`config.mk`:
```
export PLATFORM = sky130hd
export DESIGN_NAME = mem_port_arbiter
export DESIGN_NICKNAME = d
export VERILOG_FILES = /design/src/rtl/mem_port_arbiter_pkg.sv /design/src/rtl/mem_port_arbiter.sv
export SDC_FILE = /design/constraint.sdc
export NUM_CORES = 1
export LEC_CHECK = 0
export ABC_CLOCK_PERIOD_IN_PS = 4120
export CORE_ASPECT_RATIO = 0.6
export CORE_MARGIN = 4
export CORE_UTILIZATION = 46
export DETAILED_ROUTE_END_ITERATION = 8
export PLACE_DENSITY = 0.87
export SKIP_CTS_REPAIR_TIMING = 1
export SYNTH_ARGS = -nofsm -noshare
export SYNTH_HDL_FRONTEND = slang
export SYNTH_SLANG_ARGS = --single-unit
```
`constraint.sdc`:
```
create_clock -name clk_i -period 4.12 [get_ports clk_i]
set_input_delay 0.824 -clock clk_i [delete_from_list [all_inputs] [get_ports clk_i]]
set_output_delay 0.824 -clock clk_i [all_outputs]
set_load 0.05 [all_outputs]
```
`src/rtl/mem_port_arbiter_pkg.sv`:
```
// Shared types and constants for the IF/MEM unified-memory port arbiter.
package mem_arb_pkg;

    typedef enum logic [1:0] {
        IDLE  = 2'd0,
        ISSUE = 2'd1,
        WAIT  = 2'd2,
        RESP  = 2'd3
    } state_t;

    // Requester ids carried with the latched request.
    localparam logic REQ_IF = 1'b0;
    localparam logic REQ_DM = 1'b1;

    // Width of the latency and streak counters (covers MEM_LAT up to 15).
    localparam int CNT_W = 4;

endpackage

```
`src/rtl/mem_port_arbiter.sv`:
```
// Arbitrates one fixed-latency single-ported memory between the fetch (IF)
// and data (MEM) pipeline stages. Data wins by default; a streak counter
// hands the port to a waiting fetch after DM_BURST consecutive data grants.
module mem_port_arbiter
    import mem_arb_pkg::*;
#(
    parameter int ADDR_W   = 32,
    parameter int DATA_W   = 32,
    parameter int MEM_LAT  = 2,
    parameter int DM_BURST = 4
) (
    input  logic              clk_i,
    input  logic              rst_i,
    input  logic              if_req_i,
    input  logic [ADDR_W-1:0] if_addr_i,
    output logic              if_ack_o,
    output logic [DATA_W-1:0] if_rdata_o,
    input  logic              dm_req_i,
    input  logic              dm_we_i,
    input  logic [ADDR_W-1:0] dm_addr_i,
    input  logic [DATA_W-1:0] dm_wdata_i,
    output logic              dm_ack_o,
    output logic [DATA_W-1:0] dm_rdata_o,
    output logic              mem_en_o,
    output logic              mem_we_o,
    output logic [ADDR_W-1:0] mem_addr_o,
    output logic [DATA_W-1:0] mem_wdata_o,
    input  logic [DATA_W-1:0] mem_rdata_i,
    output logic              busy_o
);

    localparam logic [CNT_W-1:0] LAT_C   = CNT_W'(MEM_LAT);
    localparam logic [CNT_W-1:0] BURST_C = CNT_W'(DM_BURST);

    state_t              state_q, state_d;
    logic [CNT_W-1:0]    cnt_q, cnt_d;
    logic [CNT_W-1:0]    streak_q, streak_d;
    logic                id_q, id_d;
    logic                we_q, we_d;
    logic [ADDR_W-1:0]   addr_q, addr_d;
    logic [DATA_W-1:0]   wdata_q, wdata_d;
    logic [DATA_W-1:0]   if_rdata_q, if_rdata_d;
    logic [DATA_W-1:0]   dm_rdata_q, dm_rdata_d;
    logic [DATA_W-1:0]   rsp_data;
    logic                starve;

    // A fetch that has watched DM_BURST data grants in a row takes the port.
    assign starve   = if_req_i && (streak_q == BURST_C);
    // Stores return zero on the data read port.
    assign rsp_data = we_q ? '0 : mem_rdata_i;

    // Next-state, grant and capture logic.
    always_comb begin
        state_d    = state_q;
        cnt_d      = cnt_q;
        streak_d   = streak_q;
        id_d       = id_q;
        we_d       = we_q;
        addr_d     = addr_q;
        wdata_d    = wdata_q;
        if_rdata_d = if_rdata_q;
        dm_rdata_d = dm_rdata_q;
        case (state_q)
            IDLE: begin
                if (dm_req_i && !starve) begin
                    id_d     = REQ_DM;
                    we_d     = dm_we_i;
                    addr_d   = dm_addr_i;
                    wdata_d  = dm_wdata_i;
                    // starve is false here, so streak_q < DM_BURST when if_req_i.
                    streak_d = if_req_i ? streak_q + 1'b1 : '0;
                    state_d  = ISSUE;
                end else if (if_req_i) begin
                    id_d     = REQ_IF;
                    we_d     = 1'b0;
                    addr_d   = if_addr_i;
                    wdata_d  = '0;
                    streak_d = '0;
                    state_d  = ISSUE;
                end
            end
            ISSUE: begin
                cnt_d   = LAT_C;
                state_d = WAIT;
            end
            WAIT: begin
                cnt_d = cnt_q - 1'b1;
                // cnt==1 is the cycle mem_rdata is valid for this access.
                if (cnt_q == CNT_W'(1)) begin
                    if (id_q == REQ_DM) dm_rdata_d = rsp_data;
                    else                if_rdata_d = rsp_data;
                    state_d = RESP;
                end
            end
            RESP:    state_d = IDLE;
            default: state_d = IDLE;
        endcase
    end

    // State and datapath registers; reset drops any in-flight access.
    always_ff @(posedge clk_i) begin
        if (rst_i) begin
            state_q    <= IDLE;
            cnt_q      <= '0;
            streak_q   <= '0;
            id_q       <= REQ_IF;
            we_q       <= 1'b0;
            addr_q     <= '0;
            wdata_q    <= '0;
            if_rdata_q <= '0;
            dm_rdata_q <= '0;
        end else begin
            state_q    <= state_d;
            cnt_q      <= cnt_d;
            streak_q   <= streak_d;
            id_q       <= id_d;
            we_q       <= we_d;
            addr_q     <= addr_d;
            wdata_q    <= wdata_d;
            if_rdata_q <= if_rdata_d;
            dm_rdata_q <= dm_rdata_d;
        end
    end

    assign mem_en_o    = (state_q == ISSUE);
    assign mem_we_o    = mem_en_o && we_q;
    assign mem_addr_o  = addr_q;
    assign mem_wdata_o = wdata_q;
    assign if_ack_o    = (state_q == RESP) && (id_q == REQ_IF);
    assign dm_ack_o    = (state_q == RESP) && (id_q == REQ_DM);
    assign if_rdata_o  = if_rdata_q;
    assign dm_rdata_o  = dm_rdata_q;
    assign busy_o      = (state_q != IDLE);

endmodule

```
# [Yosys cells after proc, flatten, opt, wreduce, memory -nomap -nowiden]
# Cells that the tools add are included.
[classes] addsub=2 eq_ne=7 muxes=16 n_bitwise=1 n_reduce_logical=14
[op_table] op="$mux W32" count=5
[op_table] op="$mux W4" count=3
[op_table] op="$pmux W2 S4" count=1
[op_table] op="$pmux W4 S2" count=1
[op_table] op="$mux W2" count=3
[op_table] op="$reduce_and A3 Y1" count=2
[op_table] op="$reduce_bool A2 Y1" count=3
[op_table] op="$logic_and A1 B1 Y1" count=5
[op_table] op="$add A4 B1 Y4 const B" count=1
[op_table] op="$eq A2 B2 Y1 const B" count=2
[op_table] op="$eq A4 B1 Y1 const B" count=1
[op_table] op="$eq A4 B3 Y1 const B" count=1
[op_table] op="$reduce_and A2 Y1" count=2
[op_table] op="$sub A4 B1 Y4 const B" count=1
[op_table] op="$mux W1" count=3
[op_table] op="$ne A3 B3 Y1 const B" count=1
[op_table] op="$eq A2 B1 Y1 const B" count=1
[op_table] op="$logic_not A2 Y1" count=1
[op_table] op="$ne A2 B2 Y1 const B" count=1
[op_table] op="$logic_not A1 Y1" count=1
[op_table] op="$not A1 Y1" count=1
[word_totals] reg_bits=140 input_bits=133 wordCells=49

# [Longest topological paths before layout]
# Gate-level depths: netlist (run 1).
[logic_depth] depth_word=6 mapped_depth=8

# [Worst setup path after synthesis (run 1)]
# OpenSTA, ideal clock, no wires.
[synth_timing] kind="register to output" start="register state_q[1]" end="output port mem_we_o" arrival_ps=1374 required_time_ps=3296 setup_slack_ps=1922 stages_incl_launch_ff=4 cell_sequence="dfxtp_1 > inv_1 > ha_1 > and2_1"
[synth_via] elab_chain_len=2
[synth_rtl] item="start, declared" line="mem_port_arbiter.sv:35" text="state_t state_q, state_d;"
[synth_rtl] item="start signal, assigned" line="mem_port_arbiter.sv:113" text="state_q <= state_d;"
[synth_rtl] item="$eq A2 B1 Y1" line="mem_port_arbiter.sv:125" text="assign mem_en_o = (state_q == ISSUE);"
[synth_rtl] item="named net mem_en_o" line="mem_port_arbiter.sv:24" text="output logic mem_en_o,"
[synth_rtl] item="$logic_and A1 B1 Y1" line="mem_port_arbiter.sv:126" text="assign mem_we_o = mem_en_o && we_q;"
[synth_rtl] item="end, declared" line="mem_port_arbiter.sv:25" text="output logic mem_we_o,"
# The timed path passes the listed nets, and every way through them passes these cells.

# [Worst setup path after layout (run 1)]
[layout_timing] start="register state_q[1]" end="output port busy_o"
[layout_via] elab_chain_len=1
[layout_rtl] item="$reduce_bool A2 Y1" line="mem_port_arbiter.sv:133" text="assign busy_o = (state_q != IDLE);"
[layout_rtl] item="end, declared" line="mem_port_arbiter.sv:29" text="output logic busy_o"
# No other way between the ends.

==> impl_summary.txt, run 1 <==
----------------------------------------------------
[CTS]
  Maximum level of the CTS H-tree ... 4
  Clock-pin slew on the worst setup and hold paths ... 0.06 ns
  Insertion delay of the later-clocked pin in the worst-skew pair ... 0.41 ns
  Clock Tree Root ... clkbuf_16
  CTS tree ... built
  Number of buffers created by CTS ... 17
  Sink Count ... 140
  Clk buf depth ... 2

[Yosys]
  Count of state elements after synthesis ... 140
  Netlist area before placement ... 6040 um^2
  Number of synthesized flops with an enable pin ... 0
  Biggest area contributors in the synthesized netlist ... dfxtp_1 46%, nand3_1 8.2%, a21oi_1 5.7%, o21ai_0 4.8%, a311oi_1 4.8%
  Largest family of logic cells by synthesized area ... compound AO/OA/AOI/OAI gates
  Mapped Cells ... 709
  Simple-gate share of the synthesized area ... 0.190
  Fraction of the mapped netlist area in adder cells ... 0.0186
  Mean instance size in the synthesized netlist ... 8.52 um^2
  Xor-xnor portion of the synthesized cell area ... 0
  Cell type with the highest aggregate area in the netlist ... dfxtp_1
  Area fraction in compound gates after synthesis ... 0.247
  Share of flip-flops with an asynchronous set or reset ... 0
  Mux cell area share after synthesis ... 0
  Area share of the leading cell type in the synthesized netlist ... 0.464
  Count of distinct cell types in the synthesized netlist ... 42
  Number of nets in the synthesized netlist ... 851
  Share of synthesized area occupied by flip-flops and latches ... 0.464
  Number of warning messages in the yosys log ... 0
  Flip-flop cell with the highest count after synthesis ... dfxtp_1

[Power and ir drop]
  Share of total power in sequential cells ... 0.315
  Power, Total ... 5.21 mW
  Leakage component of the power ... 3.17 nW
  Net switching power ... 2.00 mW
  Switching power as a share of total power ... 0.383
  Clock power frac ... 0.308
  Power density over the cells ... 566 nW/um^2
  Power share of the combinational group ... 0.376
  Worst vdd ir ... 391 uV
  Cell-internal power ... 3.21 mW

[Critical path]
  Crit path buf inv count ... 3
  Type of element capturing the critical path ... output pin
  Crit-path max FO ... 6
  Max stage delay cell, worst path ... clkdlybuf4s50_1
  Longest individual stage delay on the worst path ... 0.87 ns
  Length in cells of the worst reg-to-reg path ... 6
  Critical Setup Path Class ... reg -> out
  Startpoint of the lowest-slack register-to-register path ... state_q[0]
  Dominant cell type by count on the critical path ... inv_1
  Arrival time reported for the critical path endpoint ... 2.11 ns
  Cell type group with the largest total delay on the critical path ... buffers and inverters
  End of the worst register-to-register path ... if_rdata_o[28]
  Required time reported for the critical path endpoint ... 3.30 ns
  Crit path launch type ... register
  FF-to-FF setup slack ... 1.66 ns
  Cells traversed along the worst timing path ... inv_1 > ha_1 > inv_1 > clkdlybuf4s50_1

[STA]
  Hold WS ... 0.474 ns
  Headroom to the max-slew limit ... 0.347
  Minimum clock period ... 2.93 ns
  Final count of hold timing violations ... 0
  Final setup violation count ... 0
  Max Transition Viols Final ... 0
  Max Clock Skew ... 0.0144 ns
  Setup TNS ... 0 ns
  Unrepaired setup endpoints after global routing ... no
  Tcrit/Tclk final ... 0.711
  Actual transition at the worst max-transition pin ... 0.978 ns
  Achievable frequency ... 341 MHz

[Layout]
  Area delta synth->final ... 52.5%
  Antenna Cells ... 0
  Layout Nets ... 1067
  Fraction of layout instances using a drive strength above 1 ... 0.0586
  Cell area after layout ... 9210 um^2

[GRT]
  Pin count of the biggest net entering global routing ... 89
  GRT Overall Usage ... 0.247
  Total congestion overflow ... 0
  Wire length of the first global-routing pass ... 30.7 mm
  Vias in the first global route ... 5941
  Antenna violations before repair ... 0

[Route]
  Post-route DRC ... 0
  Via count ... 6242
  Pre-Repair DR Iteration Count ... 5
  Vias per std cell ... 5.63
  Initial DRC count ... 436
  Overall routed net length ... 19.3 mm
  Routed wire per std cell ... 17.4 um
  Number of antenna-violating nets in the routed design ... 0

[Place]
  Area post-placement ... 8590 um^2
  Final Wtd Congestion ... 0.808
  Detailed Place HPWL ... 13.0 mm
  IO Port Bufs ... 265

[Job]
  Max-cap violations ... 0

[Floorplanning]
  Number of primary I/O pins ... 266
  Chip height ... 96.8 um
  Die Area ... 15100 um^2
  Starting density of the core ... 0.470
  CORE AREA ... 12900 um^2
  Width of the die ... 156 um
  Standard-cell row count ... 32

[Min path]
  Worst Hold Path Cells ... 2
  End point of the worst hold path ... dm_rdata_o[10]
  Class of the most critical hold timing path ... reg -> reg
  Worst Hold Launch ... dm_rdata_o[10]

[Status]
  Result of the run ... finished, final reports clean

----------------------------------------------------
Yosys cell counts (2+ instances only):
library cell	instances
buf_2	18
a31oi_1	2
nor2_1	67
o21ai_1	41
nand2_1	6
o21ai_0	58
nor2b_1	34
a32oi_1	33
ha_1	9
buf_4	7
a311oi_1	33
nor3_1	2
dfxtp_1	140
inv_1	10
clkbuf_1	40
a21oi_1	69
nand3_1	99
clkbuf_2	4
buf_6	7
buf_8	3
nand4b_1	2
and2_1	3
nand4_1	3
worst reg2reg max path: cells and delay by family, from the launching register on:
| family | cells | cell delay [ns] |
|---|---|---|
| simple gates | 1 | 0.64 |
| buf+inv | 2 | 0.62 |
| fa+ha+maj | 1 | 0.42 |
| flops | 1 | 0.33 |
| compound gates | 2 | 0.29 |
layout by cell type, fill, tap and decap left out, types with 2 or more instances in the layout:
cell and count:
a21oi_1 69, a311oi_1 33, a31oi_1 2, a32oi_1 33, and2_1 3, buf_4 12, bufinv_16 3, clkbuf_16 17
clkbuf_8 3, clkdlybuf4s50_1 264, clkinv_4 3, clkinvlp_4 3, dfxtp_1 139, ha_1 9, inv_1 10, inv_6 2
nand2_1 6, nand3_1 99, nand4_1 3, nand4b_1 2, nor2_1 67, nor2b_1 34, nor3_1 2, o21ai_0 58
o21ai_1 40
layer usage:
| layer | wire (um) | global-route usage | vias to the layer above |
|---|---|---|---|
| met5 | 0 | 0 | - |
| met4 | 252 | 0.0666 | 0 |
| met3 | 1890 | 0.0930 | 20 |
| met2 | 9150 | 0.388 | 249 |
| met1 | 7970 | 0.318 | 2957 |
| li1 | - | - | 3016 |
per-stage QoR:
step	util	setup slack, ns	instances
after CTS	0.717	1.16	1108
after detailed placement	0.668	1.14	1076
after global routing	0.717	1.07	1108
after floorplan	-	1.92	709
after global placement	0.668	1.23	1076
final	0.717	1.19	1108
worst max path at each step:
stage	from	endpoint	slack (ns)	cells past startpoint
final	state_q[1]	busy_o	1.19	4
after global placement	if_req_i	mem_addr_o[19]	1.23	5
after floorplan	state_q[1]	mem_we_o	1.92	3
after detailed placement	if_req_i	mem_addr_o[3]	1.14	5
after global routing	state_q[1]	busy_o	1.07	4
after CTS	state_q[1]	busy_o	1.16	4
state kept, by name, summed over array words and instances (netlist names):
register / count
dm_rdata_o: 32
if_rdata_o: 32
mem_addr_o: 32
mem_wdata_o: 32
cnt_q: 4
streak_q: 4
state_q: 2
id_q: 1
we_q: 1
area by class of cell:
class,count,area (um^2)
Clock buffer,20,467
Clock inverter,12,161
Fill cell,978,3640
Inverter,11,41.3
Multi-Input combinational cell,478,2780
Sequential cell,140,2800
Tap cell,170,213
Timing Repair Buffer,277,2750
power by group through the flow:
stage | Sequential [mW] | Clock, mW | Combinational, mW
final | 1.64 | 1.61 | 1.96
after detailed placement | 1.67 | 0 | 1.96
after floorplan | 2.20 | 0 | 0.799
after global routing | 1.67 | 1.70 | 2.09
after global placement | 1.66 | 0 | 1.94
after CTS | 1.65 | 1.63 | 1.97
cells by family after synthesis:
| family | after synthesis |
|---|---|
| simple gates | 226 |
| buf+inv | 91 |
| flops | 140 |
| fa+ha+maj | 9 |
| compound gates | 243 |
(Power assumes the default switching activity.)
==> run 2, diff against run 1 <==
--- a/config.mk
+++ b/config.mk
@@ -5,12 +5,12 @@
 export SDC_FILE = /design/constraint.sdc
 export NUM_CORES = 1
 export LEC_CHECK = 0
-export ABC_CLOCK_PERIOD_IN_PS = 4120
+export ABC_CLOCK_PERIOD_IN_PS = 2800
 export CORE_ASPECT_RATIO = 0.6
 export CORE_MARGIN = 4
-export CORE_UTILIZATION = 46
+export CORE_UTILIZATION = 42
 export DETAILED_ROUTE_END_ITERATION = 8
-export PLACE_DENSITY = 0.87
+export PLACE_DENSITY = 0.8
 export SKIP_CTS_REPAIR_TIMING = 1
 export SYNTH_ARGS = -nofsm -noshare
 export SYNTH_HDL_FRONTEND = slang
==> constraint.sdc (replaced) <==
create_clock -name clk_i -period 2.8 [get_ports clk_i]
set_input_delay 0.56 -clock clk_i [delete_from_list [all_inputs] [get_ports clk_i]]
set_output_delay 0.56 -clock clk_i [all_outputs]
set_load 0.05 [all_outputs]
==> run 2 against run 1 <==
  * Clock skew is 0.0049 ns lower
  * Clock power is 32% higher
  * Sequential power is 48% higher
  * Cell area is 0.29% higher
  * First-iteration DRC count is 39% higher
  * Worst hold slack worse by 0.0016 ns
  * Register-to-register slack worse by 0.91 ns
  * Critical endpoint unchanged
  * Critical path depth stayed put
  * Combinational power is 48% higher
==> impl_summary.txt, run 2 (synthesized netlist as in run 1, its figures left out) <==
----------------------------------------------------
[Route]
  Met1 Wirelength ... 8.46 mm (was 7.97 mm)
  Pre-Repair DR Iteration Count ... 5 (unchanged)
  Initial DRC count ... 604 (was 436)
  Number of antenna-violating nets in the routed design ... 0 (unchanged)
  Routed wire length on met3 ... 2.06 mm (was 1.89 mm)
  Vias per std cell ... 5.42 (was 5.63)
  Overall routed net length ... 19.7 mm (was 19.3 mm)
  Highest metal layer used by the detailed router ... met4 (unchanged)
  Post-route DRC ... 0 (unchanged)
  Routed wire per std cell ... 17.4 um (about the same)
  Detailed-routed wire length on met2 ... 8.79 mm (was 9.15 mm)
  Via count ... 6139 (was 6242)

[Critical path]
  Cells traversed along the worst timing path ... inv_1 > ha_1 > inv_1 > clkdlybuf4s50_1 (unchanged)
  Max stage delay cell, worst path ... clkdlybuf4s50_1 (unchanged)
  Crit path buf inv count ... 3 (unchanged)
  Dominant cell type by count on the critical path ... inv_1 (unchanged)
  Critical Setup Path Class ... reg -> out (unchanged)
  Crit path launch type ... register (unchanged)
  Cell type group with the largest total delay on the critical path ... buffers and inverters (unchanged)
  Required time reported for the critical path endpoint ... 2.24 ns (was 3.30 ns)
  Arrival time reported for the critical path endpoint ... 2.03 ns (was 2.11 ns)
  Type of element capturing the critical path ... output pin (unchanged)
  Crit-path max FO ... 6 (unchanged)
  Longest individual stage delay on the worst path ... 0.81 ns (was 0.87 ns)

[GRT]
  Pin count of the biggest net entering global routing ... 67 (was 89)
  Antenna violations before repair ... 0 (unchanged)
  Total congestion overflow ... 0 (unchanged)
  Vias in the first global route ... 5931 (was 5941)
  Wire length of the first global-routing pass ... 31.1 mm (was 30.7 mm)
  GRT Overall Usage ... 0.233 (was 0.247)

[Place]
  Area post-placement ... 8690 um^2 (was 8590 um^2)
  Placed insts ... 1101 (was 1076)
  Detailed Place HPWL ... 13.1 mm (was 13.0 mm)
  Final Wtd Congestion ... 0.840 (was 0.808)
  IO Port Bufs ... 265 (unchanged)

[Layout]
  Cell Count, Final, Fillers Out ... 1133 (was 1108)
  Cell area after layout ... 9240 um^2 (was 9210 um^2)
  Antenna Cells ... 0 (unchanged)
  Most common cell after layout, fill and taps aside ... clkdlybuf4s50_1 (unchanged)
  Layout Nets ... 1070 (was 1067)
  Fraction of layout instances using a drive strength above 1 ... 0.0627 (was 0.0586)
  Area delta synth->final ... 53.0% (was 52.5%)
  Commonest cells after routing, fill and taps aside ... 263 x clkdlybuf4s50_1, 139 x dfxtp_1, 99 x nand3_1, 69 x a21oi_1, 67 x nor2_1 (was 264 x clkdlybuf4s50_1, 139 x dfxtp_1, 99 x nand3_1, 69 x a21oi_1, 67 x nor2_1)

[STA]
  Final setup violation count ... 0 (unchanged)
  Unrepaired setup endpoints after global routing ... no (unchanged)
  Minimum clock period ... 2.59 ns
  Headroom to the max-slew limit ... 0.320 (was 0.347)
  Max Transition Viols Final ... 0 (unchanged)
  Setup TNS ... 0 ns (unchanged)
  Actual transition at the worst max-transition pin ... 1.02 ns (was 0.978 ns)
  Achievable frequency ... 387 MHz
  Tcrit/Tclk final ... 0.924
  Final count of hold timing violations ... 0 (unchanged)
  Max Clock Skew ... 0.00951 ns (was 0.0144 ns)

[Floorplanning]
  Width of the die ... 163 um (was 156 um)
  Standard-cell row count ... 33 (was 32)
  CORE AREA ... 13900 um^2 (was 12900 um^2)
  Starting density of the core ... 0.435 (was 0.470)
  Die Area ... 16400 um^2 (was 15100 um^2)
  Chip height ... 101 um (was 96.8 um)
  Number of primary I/O pins ... 266 (unchanged)

[Job]
  Max-cap violations ... 0 (unchanged)

[Power and ir drop]
  Worst vdd ir ... 524 uV (was 391 uV)
  Leakage component of the power ... 3.17 nW (about the same)
  Power density over the cells ... 805 nW/um^2 (was 566 nW/um^2)

[Status]
  Result of the run ... finished, final reports clean (unchanged)

[CTS]
  Insertion delay of the later-clocked pin in the worst-skew pair ... 0.42 ns (was 0.41 ns)
  Sink Count ... 140 (unchanged)
  CTS tree ... built (unchanged)
  Clock-pin slew on the worst setup and hold paths ... 0.06 ns (about the same)
  Clock Tree Root ... clkbuf_16 (unchanged)
  Number of buffers created by CTS ... 17 (unchanged)
  Clk buf depth ... 2 (unchanged)
  Maximum level of the CTS H-tree ... 4 (unchanged)

[Min path]
  Class of the most critical hold timing path ... reg -> reg (unchanged)

----------------------------------------------------
## run 2: cell count changes in the layout (fill, tap and decap cells not counted), sizes merged, moves of 3 or more
cell,previous run,this run
buf,13,17
bufinv,3,0
clkbuf,20,17
inv,13,19
## run 2: area by class of cell
type,count,area (um^2)
clock buffer,17,425
tap,192,240
clock inverter,15,128
inverter,11,41.3
sequential,140,2800
timing repair buffer,280,2840
multi-input combinational,478,2770
fill,1182,4630
## run 2: path summary, 6_finish.rpt
path | end | slack, ns | depth (start not counted) | start
worst max-delay path | busy_o | 0.21 | 4 | state_q[0]
worst min-delay path | dm_rdata_o[0] | 0.47 | 2 | dm_rdata_o[0]
worst max register to register | dm_rdata_o[1] | 0.75 | 4 | id_q
worst min register to register | dm_rdata_o[0] | 0.47 | 2 | dm_rdata_o[0]
## run 2: worst reg2reg max path: cells and delay by family (launching register included)
| family | cells | cell delay [ns] |
|---|---|---|
| buffers and inverters | 2 | 1.12 |
| AOI/OAI and AO/OA | 2 | 0.46 |
| DFF | 1 | 0.34 |
## run 2: routing by layer
metal,up-vias,GRT usage
met5,-,0
li1,3024,-
met3,29,0.0964
met1,2847,0.305
met2,239,0.357
met4,0,0.0631
## run 2: power breakdown
part | total, mW | internal, mW | leakage (nW) | switching (mW)
clock network | 2.12 | 1.16 | 0.262 | 0.958
logic | 2.90 | 1.01 | 1.77 | 1.89
registers | 2.42 | 2.26 | 1.14 | 0.156
## run 2: through the flow
stage	setup WS, ns	util	power (mW)	hold slack (ns)
3_3_place_gp	0.494	0.626	5.33	0.462
5_1_grt	0.0970	0.666	7.81	0.492
4_1_cts	0.185	0.666	7.49	0.475
2_1_floorplan	0.866	-	4.41	0.462
3_5_place_dp	0.417	0.626	5.35	0.468
6_report	0.213	0.666	7.44	0.472
==> run 3, diff against run 2 <==
--- a/config.mk
+++ b/config.mk
@@ -6,11 +6,13 @@
 export NUM_CORES = 1
 export LEC_CHECK = 0
 export ABC_CLOCK_PERIOD_IN_PS = 2800
+export CELL_PAD_IN_SITES_DETAIL_PLACEMENT = 0
+export CELL_PAD_IN_SITES_GLOBAL_PLACEMENT = 1
 export CORE_ASPECT_RATIO = 0.6
 export CORE_MARGIN = 4
-export CORE_UTILIZATION = 42
+export CORE_UTILIZATION = 30
 export DETAILED_ROUTE_END_ITERATION = 8
-export PLACE_DENSITY = 0.8
+export PLACE_DENSITY_LB_ADDON = 0.1
 export SKIP_CTS_REPAIR_TIMING = 1
 export SYNTH_ARGS = -nofsm -noshare
 export SYNTH_HDL_FRONTEND = slang
==> run 3 against run 2 <==
  * Die area is 37% higher
  * Critical path depth stayed put
  * Maximum frequency is 1.8% lower
  * Largest cell class unchanged
==> impl_summary.txt, run 3 (synthesized netlist as in run 1, its figures left out) <==
----------------------------------------------------
[Status]
  Result of the run ... finished, final reports clean (unchanged)

[Layout]
  Layout Nets ... 1069 (was 1070)
  Final core utilization ... 0.484 (was 0.666)
  Antenna Cells ... 0 (unchanged)
  Area delta synth->final ... 55.2% (was 53.0%)
  Fraction of layout instances using a drive strength above 1 ... 0.0607 (was 0.0627)
  Commonest cells after routing, fill and taps aside ... 263 x clkdlybuf4s50_1, 139 x dfxtp_1, 99 x nand3_1, 69 x a21oi_1, 67 x nor2_1 (unchanged)
  Most common cell after layout, fill and taps aside ... clkdlybuf4s50_1 (unchanged)

[STA]
  Max Transition Viols Final ... 0 (unchanged)
  Hold WS ... 0.476 ns (was 0.472 ns)
  Max Clock Skew ... 0.00676 ns (was 0.00951 ns)
  Headroom to the max-slew limit ... 0.316 (was 0.320)
  Actual transition at the worst max-transition pin ... 1.02 ns (about the same)
  Tcrit/Tclk final ... 0.941 (was 0.924)
  Setup TNS ... 0 ns (unchanged)
  Minimum clock period ... 2.63 ns (was 2.59 ns)
  Final count of hold timing violations ... 0 (unchanged)
  Achievable frequency ... 380 MHz (was 387 MHz)
  Unrepaired setup endpoints after global routing ... no (unchanged)
  Final setup violation count ... 0 (unchanged)
  Worst setup margin ... 0.166 ns (was 0.213 ns)

[Critical path]
  Type of element capturing the critical path ... output pin (unchanged)
  Critical Setup Path Class ... reg -> out (unchanged)
  Crit path launch type ... register (unchanged)
  FF-to-FF setup slack ... 0.39 ns (was 0.75 ns)
  Dominant cell type by count on the critical path ... inv_1 (unchanged)
  Crit-path max FO ... 6 (unchanged)
  Required time reported for the critical path endpoint ... 2.24 ns (about the same)
  Max stage delay cell, worst path ... clkdlybuf4s50_1 (unchanged)
  Crit path buf inv count ... 3 (unchanged)
  Startpoint of the lowest-slack register-to-register path ... state_q[0] (was id_q)
  Critical Path Start ... state_q[1] (was state_q[0])
  Arrival time reported for the critical path endpoint ... 2.07 ns (was 2.03 ns)
  Cell type group with the largest total delay on the critical path ... buffers and inverters (unchanged)
  Longest individual stage delay on the worst path ... 0.82 ns (was 0.81 ns)
  Cells traversed along the worst timing path ... inv_1 > ha_1 > inv_1 > clkdlybuf4s50_1 (unchanged)

[CTS]
  Clock Tree Root ... clkbuf_16 (unchanged)
  Sink Count ... 140 (unchanged)
  CTS tree ... built (unchanged)
  Clk buf depth ... 2 (unchanged)
  Clock-pin slew on the worst setup and hold paths ... 0.06 ns (about the same)
  Maximum level of the CTS H-tree ... 4 (unchanged)
  Number of buffers created by CTS ... 17 (unchanged)
  Insertion delay of the later-clocked pin in the worst-skew pair ... 0.42 ns (about the same)

[Job]
  Max-cap violations ... 0 (unchanged)

[Place]
  Detailed Place HPWL ... 14.5 mm (was 13.1 mm)
  Final Wtd Congestion ... 0.788 (was 0.840)
  IO Port Bufs ... 265 (unchanged)
  Worst setup timing slack at the placement stage ... 0.422 ns (was 0.417 ns)

[Route]
  Via count ... 6291 (was 6139)
  Number of antenna-violating nets in the routed design ... 0 (unchanged)
  Pre-Repair DR Iteration Count ... 5 (unchanged)
  Vias per std cell ... 5.22 (was 5.42)
  Overall routed net length ... 21.9 mm (was 19.7 mm)
  Post-route DRC ... 0 (unchanged)
  Routed wire per std cell ... 18.2 um (was 17.4 um)
  Initial DRC count ... 303 (was 604)

[Power and ir drop]
  Worst vdd ir ... 507 uV (was 524 uV)
  Power density over the cells ... 816 nW/um^2 (was 805 nW/um^2)
  Leakage component of the power ... 3.18 nW (was 3.17 nW)

[Floorplanning]
  Number of primary I/O pins ... 266 (unchanged)
  Starting density of the core ... 0.312 (was 0.435)
  Chip height ... 118 um (was 101 um)
  Standard-cell row count ... 39 (was 33)
  CORE AREA ... 19400 um^2 (was 13900 um^2)
  Width of the die ... 191 um (was 163 um)
  Die Area ... 22500 um^2 (was 16400 um^2)

[GRT]
  Total congestion overflow ... 0 (unchanged)
  Pin count of the biggest net entering global routing ... 77 (was 67)
  Vias in the first global route ... 6287 (was 5931)
  Wire length of the first global-routing pass ... 34.0 mm (was 31.1 mm)
  Antenna violations before repair ... 1 (was 0)
  GRT Overall Usage ... 0.186 (was 0.233)

[Min path]
  Class of the most critical hold timing path ... reg -> reg (unchanged)
  Worst Hold Launch ... dm_rdata_o[18] (was dm_rdata_o[0])

----------------------------------------------------
## run 3: tightest hold or removal path, stage by stage, from the launching register on
cell	delay [ns]
dfxtp_1	0.31
o21ai_0	0.06
a21oi_1	0.06
## run 3: worst paths after layout
kind / end / cells after the start
setup reg to reg: if_rdata_o[3] / 6
hold / removal: dm_rdata_o[18] / 2
setup / recovery: busy_o / 4
hold reg to reg: dm_rdata_o[18] / 2
## run 3: layer usage
layer  global-route usage  part of all wire
met5                    0           0.00059
met4               0.0547             0.016
met3               0.0830             0.089
met2                0.292              0.46
met1                0.232              0.44
## run 3: power by group
part	total [mW]	internal (mW)	switching, mW
clock	2.27	1.40	0.875
combinational	2.93	1.02	1.92
sequential	2.44	2.26	0.179
## run 3: metrics by stage
stage | power [mW] | area, um^2 | cells
4_1_cts | 7.74 | 9380 | 1205
5_1_grt | 8.04 | 9380 | 1205
6_report | 7.65 | 9380 | 1205
3_5_place_dp | 5.42 | 8780 | 1174
3_3_place_gp | 5.36 | 8780 | 1174
2_1_floorplan | 4.41 | 6040 | 709
## run 3: cell type report
type                       count  area (um^2)
clock buffer                  21          480
clock inverter                10          114
fill                        1906        10000
inverter                      11         41.3
multi-input combinational    478         2780
sequential                   140         2800
tap                          266          333
timing repair buffer         279         2830
